===== src/rtl/alu_ctrl.sv =====
// Command FIFO feeding a multi-cycle ALU: pops {opcode, opA, opB} entries in order and holds each result for a ready/valid consumer.
// Optional macro ALU_CTRL_CNT_EN adds the op_count handshake counter output.
module alu_ctrl #(
  parameter int unsigned DEPTH   = 4,
  parameter int unsigned ALU_LAT = 1
) (
  input  logic        clk,
  input  logic        nrst,
  input  logic        in_valid,
  output logic        in_ready,
  input  logic [7:0]  in_opA,
  input  logic [7:0]  in_opB,
  input  logic        in_opcode,
  output logic [7:0]  alu_opA,
  output logic [7:0]  alu_opB,
  output logic        alu_opcode,
  input  logic [15:0] alu_res,
  output logic        out_valid,
  input  logic        out_ready,
  output logic [15:0] out_res,
  output logic        busy
`ifdef ALU_CTRL_CNT_EN
  ,
  output logic [7:0]  op_count
`endif
);

  localparam int unsigned AW = $clog2(DEPTH);
  localparam int unsigned PW = AW + 1;
  localparam int unsigned CW = (ALU_LAT > 1) ? $clog2(ALU_LAT) : 1;
  localparam int unsigned EW = 17;

  typedef enum logic [1:0] {IDLE, WAIT, HOLD} state_t;

  state_t          state;
  logic [EW-1:0]   mem [DEPTH];
  logic [PW-1:0]   wr_ptr;
  logic [PW-1:0]   rd_ptr;
  logic [CW-1:0]   lat_cnt;
  logic [EW-1:0]   head;
  logic            full;
  logic            empty;
  logic            push;
  logic            pop;

  // Extra pointer bit distinguishes full from empty when the index bits match.
  assign empty    = (wr_ptr == rd_ptr);
  assign full     = (wr_ptr[AW-1:0] == rd_ptr[AW-1:0]) && (wr_ptr[AW] != rd_ptr[AW]);
  assign in_ready = !full;
  assign push     = in_valid && !full;
  assign pop      = !empty && ((state == IDLE) || ((state == HOLD) && out_ready));
  assign head     = mem[rd_ptr[AW-1:0]];
  assign busy     = (state == WAIT);

  // Storage needs no reset; occupancy is tracked by the pointers alone.
  always_ff @(posedge clk) begin
    if (nrst && push) begin
      mem[wr_ptr[AW-1:0]] <= {in_opcode, in_opA, in_opB};
    end
  end

  always_ff @(posedge clk) begin
    if (!nrst) begin
      state      <= IDLE;
      wr_ptr     <= '0;
      rd_ptr     <= '0;
      lat_cnt    <= '0;
      out_valid  <= 1'b0;
      out_res    <= '0;
      alu_opA    <= '0;
      alu_opB    <= '0;
      alu_opcode <= 1'b0;
    end else begin
      if (push) wr_ptr <= wr_ptr + PW'(1);
      if (pop) begin
        rd_ptr     <= rd_ptr + PW'(1);
        alu_opcode <= head[16];
        alu_opA    <= head[15:8];
        alu_opB    <= head[7:0];
        lat_cnt    <= CW'(ALU_LAT - 1);
      end
      case (state)
        IDLE: begin
          if (pop) state <= WAIT;
        end
        WAIT: begin
          if (lat_cnt != '0) begin
            lat_cnt <= lat_cnt - CW'(1);
          end else begin
            out_res   <= alu_res;
            out_valid <= 1'b1;
            state     <= HOLD;
          end
        end
        HOLD: begin
          if (out_ready) begin
            out_valid <= 1'b0;
            state     <= pop ? WAIT : IDLE;
          end
        end
        default: state <= IDLE;
      endcase
    end
  end

`ifdef ALU_CTRL_CNT_EN
  always_ff @(posedge clk) begin
    if (!nrst) begin
      op_count <= '0;
    end else if (out_valid && out_ready) begin
      op_count <= op_count + 8'd1;
    end
  end
`endif

endmodule


===== config.mk =====
export PLATFORM = sky130hd
export DESIGN_NAME = alu_ctrl
export DESIGN_NICKNAME = d
export VERILOG_FILES = /design/src/rtl/alu_ctrl.sv
export SDC_FILE = /design/constraint.sdc
export NUM_CORES = 1
export LEC_CHECK = 0
export BUFFER_PORTS_ARGS = -buffer_cell sky130_fd_sc_hd__clkbuf_2
export CELL_PAD_IN_SITES_DETAIL_PLACEMENT = 1
export CELL_PAD_IN_SITES_GLOBAL_PLACEMENT = 1
export CORE_ASPECT_RATIO = 0.6
export CORE_MARGIN = 2
export CORE_UTILIZATION = 45
export DETAILED_ROUTE_END_ITERATION = 16
export PLACE_DENSITY_LB_ADDON = 0.1
export SLEW_MARGIN = 15
export SYNTH_ARGS = -nofsm -noshare
export SYNTH_HDL_FRONTEND = slang
export SYNTH_SLANG_ARGS = --single-unit

===== constraint.sdc =====
create_clock -name clk -period 2 [get_ports clk]
set_input_delay 0.4 -clock clk [delete_from_list [all_inputs] [get_ports clk]]
set_output_delay 0.4 -clock clk [all_outputs]
set_load 0.1 [all_outputs]

* Yosys cells after proc, flatten, opt, wreduce, memory -nomap -nowiden
Memory sizes are Yosys's and may differ from the RTL's. A register that Yosys moved wholly into a read port is not among the register bits.
Cells that the tools add are included.
** Word-level totals
- Bits in registers :: 26
- RAM bits :: 68
- Bits of input ports :: 37
- Output and inout port bits :: 36
- Word-level logic and storage cells :: 46
- Memories kept :: 1
** Memory list
- mem :: depth 4, width 17, rd ports 1, clocked after memory_dff 1, wr ports 1, line 36 : logic [EW-1:0] mem [DEPTH];
** Cells by class
- Add/subtract/negate cells :: 3
- Equality and inequality tests :: 8
- Muxes and demuxes :: 13
- Bitwise operators :: 1
- Reduce and logical (&&, ||, !) cells :: 14
** Operators with widths (number)
- 1-bit 2-to-1 mux :: 8
- 3-bit by 1-bit adder with 3-bit output, second input constant :: 2
- 2-bit 2-to-1 mux :: 3
- 2-bit != test, second input constant :: 3
- 2-bit case mux with 3 select lines :: 1
- 3-bit AND reduction :: 2
- 1-bit logical AND :: 5
- 3-bit == test :: 1
- 1-bit zero test :: 3
- 2-bit by 1-bit == test with 1-bit output, second input constant :: 1
- 2-bit == test :: 1
- 2-bit == test, second input constant :: 1
- 2-bit zero test :: 1
- 1-bit case mux with 2 select lines :: 1
- 2-bit AND reduction :: 1
- 2-bit nonzero test :: 1
- 1-bit logical OR :: 1
- 1-bit != test :: 1
- 1-bit NOT :: 1
- 1-bit subtractor, second input constant :: 1

* Logic depth before layout (Yosys ltp)
Gate-level depths: netlist of the first run.
- Word-level depth :: 7
- Mapped depth :: 5
- Mapped depth without buffers :: 4

* Worst setup path before layout of the first run
No wires, ideal clock.
- Kind :: flip-flop to flip-flop
- From :: register wr_ptr[1]
- To :: memory mem[0][0] (enable)
- Setup time :: 0.322 ns
- Arrival time :: 2.222 ns
- Data required time :: 1.678 ns
- Slack :: -0.544 ns
- Cell stages (with the launch flop) :: 4
- Buffers on the path :: 0
- Period minus slack after synthesis :: 2.544 ns
- Path through :: dfxtp_1 > xnor2_1 > nand3_1 > and4_1
** On the way
- Longest elaborated chain between the ends :: 7
** Ends and longest elaborated chain
- start: declaration :: line 37 : logic [PW-1:0] wr_ptr;
- start signal: assignment :: line 74 : if (push) wr_ptr <= wr_ptr + PW'(1);
- 2-bit == test :: line 48 : assign full = (wr_ptr[AW-1:0] == rd_ptr[AW-1:0]) && (wr_ptr[AW] != rd_ptr[AW]);
- 1-bit logical AND :: line 48
- 1-bit zero test
- named net in_ready :: line 10 : output logic in_ready,
- 1-bit logical AND :: line 50 : assign push = in_valid && !full;
- 1-bit logical AND :: line 57 : if (nrst && push) begin
- 1-bit 2-to-1 mux :: line 57
- 1-bit 2-to-1 mux (implied by the code) :: line 58 : mem[wr_ptr[AW-1:0]] <= {in_opcode, in_opA, in_opB};
- end: declaration :: line 36
The timed path passes the listed nets, and every way through them passes these cells.

* Worst setup path in the final report of the first run
- From :: register wr_ptr[2]
- To :: output port in_ready
** On the way
- Longest elaborated chain between the ends :: 3
** Ends and longest elaborated chain
- 1-bit != test :: line 48
- 1-bit logical AND :: line 48
- 1-bit zero test :: line 49 : assign in_ready = !full;
- end: declaration :: line 10
No other way between the ends.

==> results of run 1 <==
[through the flow]
stage	power [mW]	util	setup slack [ps]	cell area (µm²)
global placement	6.700	0.5269	49.73	4895
global route	8.760	0.5592	7.274	5195
finish	8.381	0.5592	95.57	5195
floorplan	6.064	-	92.81	4365
CTS	8.467	0.5587	20.19	5190
detailed placement	6.775	0.5269	-91.02	4895
[layout make-up]
cell class	count	area (µm²)	area share
sequential	111	2904	0.5590
timing repair buffer	80	447.9	0.08622
clock buffer	9	225.2	0.04335
inverter	4	15.01	0.002890
clock inverter	7	53.80	0.01036
multi-input combinational	173	1386	0.2669
tap	130	162.7	0.03131
[cell families (layout without fill, tap and decap cells)]
family	after synthesis	count (layout)	synth area share
buffers and inverters	22	100	0.02214
and+or+nand+nor	96	96	0.09865
adders and majority gates	5	5	0.01438
DFF	111	111	0.6672
xor gates and xnor gates	6	6	0.01208
AOI/OAI and AO/OA	27	27	0.04688
muxes	39	39	0.1386
[path summary, 6_finish.rpt]
check | to | slack [ps] | cells past startpoint
max reg2reg | mem[3][9]$_DFFE_PP_ | 300 | 3
min | mem[0][15]$_DFFE_PP_ | 270 | 1
max | in_ready | 100 | 4
min reg2reg | alu_opA[1]$_SDFFE_PN0P_ | 460 | 2
[per-layer routing]
metal | vias up | global-route usage
li1 | 1256 | -
met1 | 1306 | 0.2380
met2 | 54 | 0.2740
met3 | 8 | 0.05330
met4 | 0 | 0.04787
met5 | - | 0
[layout by cell type (no fill, tap or decap), types with 2 or more instances in the layout]
cell	Yosys	final
mux4_2	17	17
ha_1	5	5
xnor2_1	3	2
edfxtp_1	68	68
mux2i_1	22	22
inv_6	0	3
clkbuf_2	0	71
clkbuf_16	0	9
nor2b_1	4	3
buf_4	1	7
clkinvlp_4	0	2
and4_2	0	4
buf_12	0	2
inv_1	4	4
a21boi_0	16	16
dfxtp_1	43	42
nand2b_1	2	2
xor2_1	3	2
nand2_1	76	76
[state kept, by name (all words and copies together) (netlist names)]
register / count
mem: 68
out_res: 16
alu_opA: 8
alu_opB: 8
rd_ptr: 3
wr_ptr: 3
state: 2
alu_opcode: 1
lat_cnt: 1
out_valid: 1
[what timing repair did]
action,4_1_cts,5_1_grt
gates resized for setup,3,4
setup endpoints to repair,52,52
buffers inserted,0,0
pin swaps,0,1
[power breakdown]
part | leakage, nW | internal, mW | switching [mW] | total (mW)
sequential | 0.970 | 2.77 | 0.184 | 2.95
combinational | 0.897 | 0.921 | 2.83 | 3.75
clock | 0.130 | 0.856 | 0.825 | 1.68
total | 2.00 | 4.55 | 3.84 | 8.38
[worst reg2reg max path, delay by kind of cell, from the launching register on]
family,cells,cell delay [ps]
xor gates and xnor gates,1,160
DFF,1,490
and+or+nand+nor,2,700
==> metrics.txt, run 1 <==
first-pass GRT wire length=13,580 µm; die width=130.9 µm; Worst Hold Launch=in_opA[7]; top-area cell type share of the netlist area=0.4694; most common library cells after synthesis=nand2_1, edfxtp_1, dfxtp_1, mux2i_1, mux4_2; routed wl met3=347 µm; highest net fanout along the worst path=5; unrepaired setup endpoints after global routing=false; worst min path class=primary input to register; Chip Height=80.16 µm; vias in the first global route=2,696; Syn Inst Count=306; FILL cells=931; clk buf depth=2; hold_ws=267.9 ps; CTS buffer count=9; async set-reset flop share out of synthesis=0; Clock H-tree levels=3; reg2reg start=wr_ptr[1]$_SDFFE_PN0P_; largest net degree at the start of global routing=68; Worst-Margin Slew=639.9 ps; CTS Sinks=111; antenna cell count=0; final period utilization=0.9522; Yosys reg bits=111; Worst path top cell family by delay=flip-flops; I/O Pins=73; uppermost layer routed=met4; CP startpoint kind=register; crit path kind=register to output port; area leader, netlist=edfxtp_1; Finished Layout Cells=514; initial DRC count=98; Setup crit end kind=output port; WP buf/inv=2; slew margin rel.=0.5734; Syn Nets=348; Final ANT Viol Nets=0; # DRC=0; GRT Total Usage=0.1748; CP arrival=1500 ps; CTS clock-pin slew for the worst setup and hold paths=70 ps; nets=421; Root Driver=clkbuf_16; cts hold-fix bufs=0; initial antenna violation count=0; DP HPWL=5684 µm; Finish-stage setup viols=0; number of flops mapped to enable cells by yosys=68; Leak Pwr=1.997 nW; share of post-route cells with drive strength above 1=0.3203; Final Hold Viols=0; fin crit period=1904 ps; FMAX=0.5251 GHz; DR WL/cell=16.41 µm; core area=9290 µm²; vias=2,624; peak supply drop=1033 µV; worst-path cell chain=xor2_2 -> nand3_4 -> buf_4 -> buf_12; Synth Cell Area=4350 µm²; port buffer count=72; DP Cell Count=498; Worst Clk Skew=7.918 ps; setup TNS=0 ps; ys flop type=edfxtp_1; Avg Vias per Cell=5.105; Placer Congestion=0.7490; Avg Cell Area, Syn=14.22 µm²; Netlist cell types=36; slowest CP cell=dfxtp_1; sequential cell area fraction in the yosys report=0.6672; clock tree from TritonCTS=built; met1 wire length=4111 µm; Synth Warn #=0; die area=10,500 µm²; main area contributors after synthesis=edfxtp_1, dfxtp_1, mux4_2; FP Rows=27; CP peak stage delay=420 ps; Max-Cap Viols=0; met2 wire len=3875 µm; most numerous cell in the Yosys netlist=nand2_1; Cell Pwr Density=1613 nW/µm²; first drt pass iteration count=4; clk_lat worst skew=350 ps; area delta synth->final=19.41%; Critical Path Start=wr_ptr[2]$_SDFFE_PN0P_; Crit path required time=1600 ps; fin. max-slew vios=0; final WL=8435 µm; status=finished, final reports clean; initial core utilization=0.4683; grt total ovfl=0
Power figures use the tool's default switching activity.
==> inputs of run 2 (changes only) <==
--- a/config.mk
+++ b/config.mk
@@ -6,13 +6,14 @@
 export NUM_CORES = 1
 export LEC_CHECK = 0
 export BUFFER_PORTS_ARGS = -buffer_cell sky130_fd_sc_hd__clkbuf_2
+export CAP_MARGIN = 25
 export CELL_PAD_IN_SITES_DETAIL_PLACEMENT = 1
 export CELL_PAD_IN_SITES_GLOBAL_PLACEMENT = 1
 export CORE_ASPECT_RATIO = 0.6
 export CORE_MARGIN = 2
 export CORE_UTILIZATION = 45
 export DETAILED_ROUTE_END_ITERATION = 16
-export PLACE_DENSITY_LB_ADDON = 0.1
+export PLACE_DENSITY = 0.76
 export SLEW_MARGIN = 15
 export SYNTH_ARGS = -nofsm -noshare
 export SYNTH_HDL_FRONTEND = slang
==> run 2 against run 1 <==
Power up 1.4%; sequential power is essentially flat; combinational power is essentially flat; utilization is 0.32 points higher; clock skew rose by 3.1 ps; die area unchanged; critical path depth unchanged; clock power up 6%; sequential share of layout area down 0.32 points; maximum frequency down 3.1%; register-to-register slack worse by 70 ps; wire length is 9.8% higher; critical path type unchanged; highest routed layer unchanged.
==> metrics.txt, run 2 (same netlist as run 1, synthesis figures left out) <==
status=finished, final reports clean; CP peak stage delay=460 ps (+40 ps); die width=130.9 µm (unchanged); first drt pass iteration count=4 (unchanged); Power Total=8.500 mW (+1.4%); most frequent cells in the layout=nand2_1, clkbuf_2, edfxtp_1, dfxtp_1, mux2i_1; Chip Height=80.16 µm (unchanged); largest net degree at the start of global routing=66 (-2.9%); Clk network pwr share=0.210 (+0.009); design internal power=4.677 mW (+2.9%); FP Rows=27 (unchanged); Finish-stage setup viols=0 (unchanged); most common cell after layout, fill and taps aside=nand2_1; final WL=9260 µm (+9.8%); port buffer count=72 (unchanged); die area=10,500 µm² (unchanged); Clock H-tree levels=3 (unchanged); pre-CTS setup slack=-30.02 ps (+61.00 ps); Placer Congestion=0.7271 (-2.9%); CTS buffer count=9 (unchanged); grt total ovfl=0 (unchanged); area delta synth->final=20.10%; slew margin rel.=0.5885 (+0.01508); Final Hold Viols=0 (unchanged); part of the power in combinational logic=0.440 (-0.007); I/O Pins=73 (unchanged); initial core utilization=0.4683 (unchanged); final core occ=0.5624 (+0.003232); initial antenna violation count=0 (unchanged); Sequential Power Share=0.350 (-0.002); Final ANT Viol Nets=0 (unchanged); Leak Pwr=2.019 nW (+1.1%); FILL cells=949 (+1.9%); setup ws final=34.44 ps (-61.13 ps); nets=423 (+0.48%); vias in the first global route=2,852 (+5.8%); worst min path class=primary input to register; FMAX=0.5088 GHz (-3.1%); # DRC=0 (unchanged); hold_ws=270.3 ps (+2.460 ps); max reg flops=68 (unchanged); crit path kind=register to output port; setup TNS=0 ps (unchanged); Cell Pwr Density=1627 nW/µm² (+0.84%); CP arrival=1570 ps (+70 ps); final period utilization=0.9828 (+0.03057); peak supply drop=869.8 µV (-16%); DP HPWL=6138 µm (+8.0%); first-pass GRT wire length=14,760 µm (+8.7%); R2R depth=5 (+2); worst-path cell chain=xor2_2 -> nand3_4 -> buf_4 -> buf_12; Max-Cap Viols=0 (unchanged); P_sw=3.823 mW (-0.32%); share of post-route cells with drive strength above 1=0.3212 (+0.0009310); highest net fanout along the worst path=5 (unchanged); CP startpoint kind=register; Worst Clk Skew=10.97 ps (+3.050 ps); GRT Total Usage=0.1921 (+0.01735); Worst-Margin Slew=617.3 ps (-22.62 ps); fin crit period=1966 ps (+61.13 ps); Root Driver=clkbuf_16; core area=9290 µm² (unchanged); worst hold path depth=1 (unchanged); antenna cell count=0 (unchanged); Setup crit end kind=output port; CTS Sinks=111 (unchanged); cts hold-fix bufs=0 (unchanged); sw frac=0.4497 (-0.007875); clk buf depth=2 (unchanged); DR WL/cell=17.95 µm (+9.4%); Crit path required time=1600 ps (about the same); vias=2,644 (+0.76%); clk_lat worst skew=350 ps (about the same); Avg Vias per Cell=5.124 (+0.37%); initial DRC count=139 (+42%); fin. max-slew vios=0 (unchanged); CTS clock-pin slew for the worst setup and hold paths=70 ps (about the same); clock tree from TritonCTS=built; slowest CP cell=dfxtp_1
==> run 2: metrics by stage <==
step | area, µm² | cells
floorplan | 4365 | 306
global placement | 4890 | 499
detailed placement | 4890 | 499
CTS | 5206 | 515
global route | 5225 | 516
finish | 5225 | 516
==> run 2: critical path: cells and delay by family (launching register included) <==
family | cells | cell delay (ps)
xor+xnor | 1 | 290
simple gates | 1 | 140
flops | 1 | 460
buf+inv | 2 | 320
==> run 2: repair_timing <==
action / CTS / global route
buffers inserted: 0 / 1
resized for setup: 5 / 4
setup endpoints to repair: 69 / 2
pin swaps: 0 / 1
==> run 2: power groups by stage <==
stage	combinational (mW)	sequential [mW]	clock, mW
finish	3.74	2.97	1.78
global route	3.95	3.02	1.90
CTS	3.75	2.98	1.82
detailed placement	3.73	3.02	0
global placement	3.68	2.99	0
floorplan	1.31	4.75	0
==> run 2: final timing paths <==
| path | from | end | slack (ps) |
|---|---|---|---|
| setup / recovery | rd_ptr[2]$_SDFFE_PN0P_ | in_ready | 30 |
| setup reg to reg | rd_ptr[0]$_SDFFE_PN0P_ | rd_ptr[2]$_SDFFE_PN0P_ | 230 |
| hold / removal | in_opA[3] | mem[0][11]$_DFFE_PP_ | 270 |
| hold reg to reg | alu_opA[6]$_SDFFE_PN0P_ | alu_opA[6]$_SDFFE_PN0P_ | 460 |
==> run 2: layout make-up <==
cell class / count / area, µm² / area share
Clock inverter: 3 / 21.27 / 0.004071
Clock buffer: 13 / 282.8 / 0.05412
Sequential cell: 111 / 2904 / 0.5558
Inverter: 4 / 15.01 / 0.002874
Timing Repair Buffer: 82 / 452.9 / 0.08669
Tap cell: 130 / 162.7 / 0.03113
Multi-Input combinational cell: 173 / 1386 / 0.2653
==> run 2: routing by layer <==
metal | GRT usage | vias to the layer above | routed length, µm
met4 | 0.06383 | 0 | 96
met5 | 0 | - | 0
met1 | 0.2538 | 1319 | 4338
li1 | - | 1259 | -
met3 | 0.04930 | 9 | 370
met2 | 0.3125 | 57 | 4455
==> inputs of run 3 (changes only) <==
--- a/config.mk
+++ b/config.mk
@@ -9,11 +9,12 @@
 export CAP_MARGIN = 25
 export CELL_PAD_IN_SITES_DETAIL_PLACEMENT = 1
 export CELL_PAD_IN_SITES_GLOBAL_PLACEMENT = 1
-export CORE_ASPECT_RATIO = 0.6
+export CORE_ASPECT_RATIO = 0.75
 export CORE_MARGIN = 2
 export CORE_UTILIZATION = 45
 export DETAILED_ROUTE_END_ITERATION = 16
 export PLACE_DENSITY = 0.76
+export RECOVER_POWER = 25
 export SLEW_MARGIN = 15
 export SYNTH_ARGS = -nofsm -noshare
 export SYNTH_HDL_FRONTEND = slang
==> run 3 against run 2 <==
Die area down 0.17%; first-iteration DRC count decreased by 35%; maximum frequency rose by 2.3%; clock-buffer cell count is 3 lower; clock skew decreased by 2.5 ps; sequential share of layout area is essentially flat; register-to-register slack improved by 30 ps; critical path type unchanged; largest cell class unchanged.
==> metrics.txt, run 3 (same netlist as run 1, synthesis figures left out) <==
status=finished, final reports clean; first-pass GRT wire length=14,180 µm (-3.9%); Crit path required time=1600 ps (about the same); DR WL/cell=17.13 µm (-4.5%); vias=2,618 (-0.98%); Finish-stage setup viols=0 (unchanged); # DRC=0 (unchanged); crit path kind=register to output port; post-CTS setup buffers=0 (unchanged); fin crit period=1921 ps (-44.65 ps); Worst Clk Skew=8.492 ps (-2.476 ps); grt total ovfl=0 (unchanged); pre-CTS setup slack=-14.87 ps (+15.15 ps); share of post-route cells with drive strength above 1=0.2850 (-0.03627); R2R depth=5 (unchanged); CTS buffer count=9 (unchanged); clk buf depth=2 (unchanged); Cell Pwr Density=1644 nW/µm² (+1.0%); slowest CP cell=dfxtp_1; max reg flops=68 (unchanged); port buffer count=72 (unchanged); placed cell area=4900 µm² (+0.20%); clock tree from TritonCTS=built; clk_lat worst skew=350 ps (about the same); FP Rows=31 (+15%); CP startpoint kind=register; final period utilization=0.9605 (-0.02232); Avg Vias per Cell=5.054 (-1.4%); most frequent cells in the layout=nand2_1, edfxtp_1, clkbuf_2, dfxtp_1, mux2i_1; area delta synth->final=20.05% (about the same); largest net degree at the start of global routing=58 (-12%); initial antenna violation count=0 (unchanged); CP peak stage delay=440 ps (-20 ps); nets=423 (unchanged); final WL=8874 µm (-4.2%); Critical R2R Capture=rd_ptr[0]$_SDFFE_PN0P_; first drt pass iteration count=4 (unchanged); Final Hold Viols=0 (unchanged); hold worst-path end=out_res[2]$_SDFFE_PN0P_; CTS clock-pin slew for the worst setup and hold paths=70 ps (about the same); Placer Congestion=0.7445 (+2.4%); slew margin rel.=0.6310 (+0.04255); sw frac=0.4443 (-0.005468); I/O Pins=73 (unchanged); P_sw=3.814 mW (-0.24%); reg2reg start=wr_ptr[0]$_SDFFE_PN0P_; FILL cells=990 (+4.3%); Clk network pwr share=0.220 (+0.010); CTS Sinks=111 (unchanged); vias in the first global route=2,733 (-4.2%); Sequential Power Share=0.346 (-0.004); register-to-register setup slack=260 ps (+30 ps); Final ANT Viol Nets=0 (unchanged); Clock H-tree levels=3 (unchanged); Final Cell Area=5223 µm² (about the same); worst min path class=primary input to register; initial core utilization=0.4559 (-0.01234); Leak Pwr=1.986 nW (-1.6%); initial DRC count=90 (-35%); Root Driver=clkbuf_16; Setup crit end kind=output port; most common cell after layout, fill and taps aside=nand2_1; die area=10,480 µm² (-0.17%); die width=117.5 µm (-10%); worst hold path depth=3 (+2); peak supply drop=923.3 µV (+6.1%); worst-path cell chain=xor2_2 -> nand3_4 -> buf_4 -> buf_12; antenna cell count=0 (unchanged); part of the power in combinational logic=0.434 (-0.006); Worst Hold Launch=alu_res[2]; CP arrival=1520 ps (-50 ps); Max-Cap Viols=0 (unchanged); Chip Height=89.15 µm (+11%); highest net fanout along the worst path=5 (unchanged); setup ws final=79.08 ps (+44.65 ps); Worst-Margin Slew=555.8 ps (-61.47 ps); fin. max-slew vios=0 (unchanged); DP HPWL=5872 µm (-4.3%); core area=9542 µm² (+2.7%); design internal power=4.770 mW (+2.0%); GRT Total Usage=0.1789 (-0.01319); FMAX=0.5206 GHz (+2.3%)
## run 3: cell types whose count changed in the layout (fill, tap and decap cells not counted)
cell        delta
buf_2          +1
bufinv_16      +2
clkbuf_1      +13
clkbuf_16      -2
clkbuf_2      -14
clkbuf_4       -1
clkinv_4       +1
clkinvlp_4     -1
dfxtp_1        +1
dfxtp_2        -1
inv_6          +1
## run 3: area by class of cell
cell class              count  area, µm²  share of cell area
clock buffers              10      229.0             0.04384
clock inverters             6      91.34             0.01749
inverters                   4      15.01            0.002875
multi-input cells         173       1386              0.2655
flip-flops and latches    111       2903              0.5558
well taps                 132      165.2             0.03162
repair buffers             82      432.9             0.08289
## run 3: timing repair
item / 4_1_cts / 5_1_grt
resized for setup: 2 / 5
hold buffers: 0 / 0
endpoints found under the setup margin: 18 / 53
pin swaps: 0 / 1
## run 3: worst max-delay path: cells and delay by family (launching register included)
family | cells | cell delay (ps)
AND/OR/NAND/NOR | 1 | 130
flip-flops | 1 | 440
XOR/XNOR | 1 | 280
buffers and inverters | 2 | 330
## run 3: worst max-delay path by stage
stage	startpoint	end	slack, ps
6_report	rd_ptr[2]$_SDFFE_PN0P_	in_ready	80
5_1_grt	rd_ptr[2]$_SDFFE_PN0P_	in_ready	-3
4_1_cts	wr_ptr[0]$_SDFFE_PN0P_	mem[3][13]$_DFFE_PP_	40
3_5_place_dp	wr_ptr[0]$_SDFFE_PN0P_	mem[2][14]$_DFFE_PP_	-10
3_3_place_gp	wr_ptr[0]$_SDFFE_PN0P_	mem[0][8]$_DFFE_PP_	110
2_1_floorplan	wr_ptr[1]$_SDFFE_PN0P_	mem[0][0]$_DFFE_PP_	90
## run 3: power groups by stage
stage                     clock network (mW)  logic, mW  registers [mW]
after global routing                    2.02       3.92            3.02
after detailed placement                   0       3.73            3.02
after global placement                     0       3.67            3.00
after CTS                               1.94       3.76            2.97
final                                   1.89       3.72            2.97
after floorplan                            0       1.31            4.75
## run 3: through the flow
stage | hold WS (ps) | util | setup TNS (ps) | instances | total power [mW]
2_1_floorplan | 479.0 | - | 0 | 306 | 6.064
3_3_place_gp | 445.3 | 0.5135 | 0 | 502 | 6.673
3_5_place_dp | 453.4 | 0.5135 | -235.0 | 502 | 6.753
4_1_cts | 259.8 | 0.5480 | 0 | 518 | 8.672
5_1_grt | 290.2 | 0.5473 | -2.879 | 518 | 8.948
6_report | 284.8 | 0.5473 | 0 | 518 | 8.584
## run 3: per-layer routing
metal / GRT usage / vias to the layer above / wire length [µm]
met2: 0.3105 / 56 / 4348
li1: - / 1261 / -
met5: 0 / - / 0
met1: 0.2240 / 1291 / 4074
met4: 0.05915 / 0 / 115
met3: 0.04783 / 10 / 335
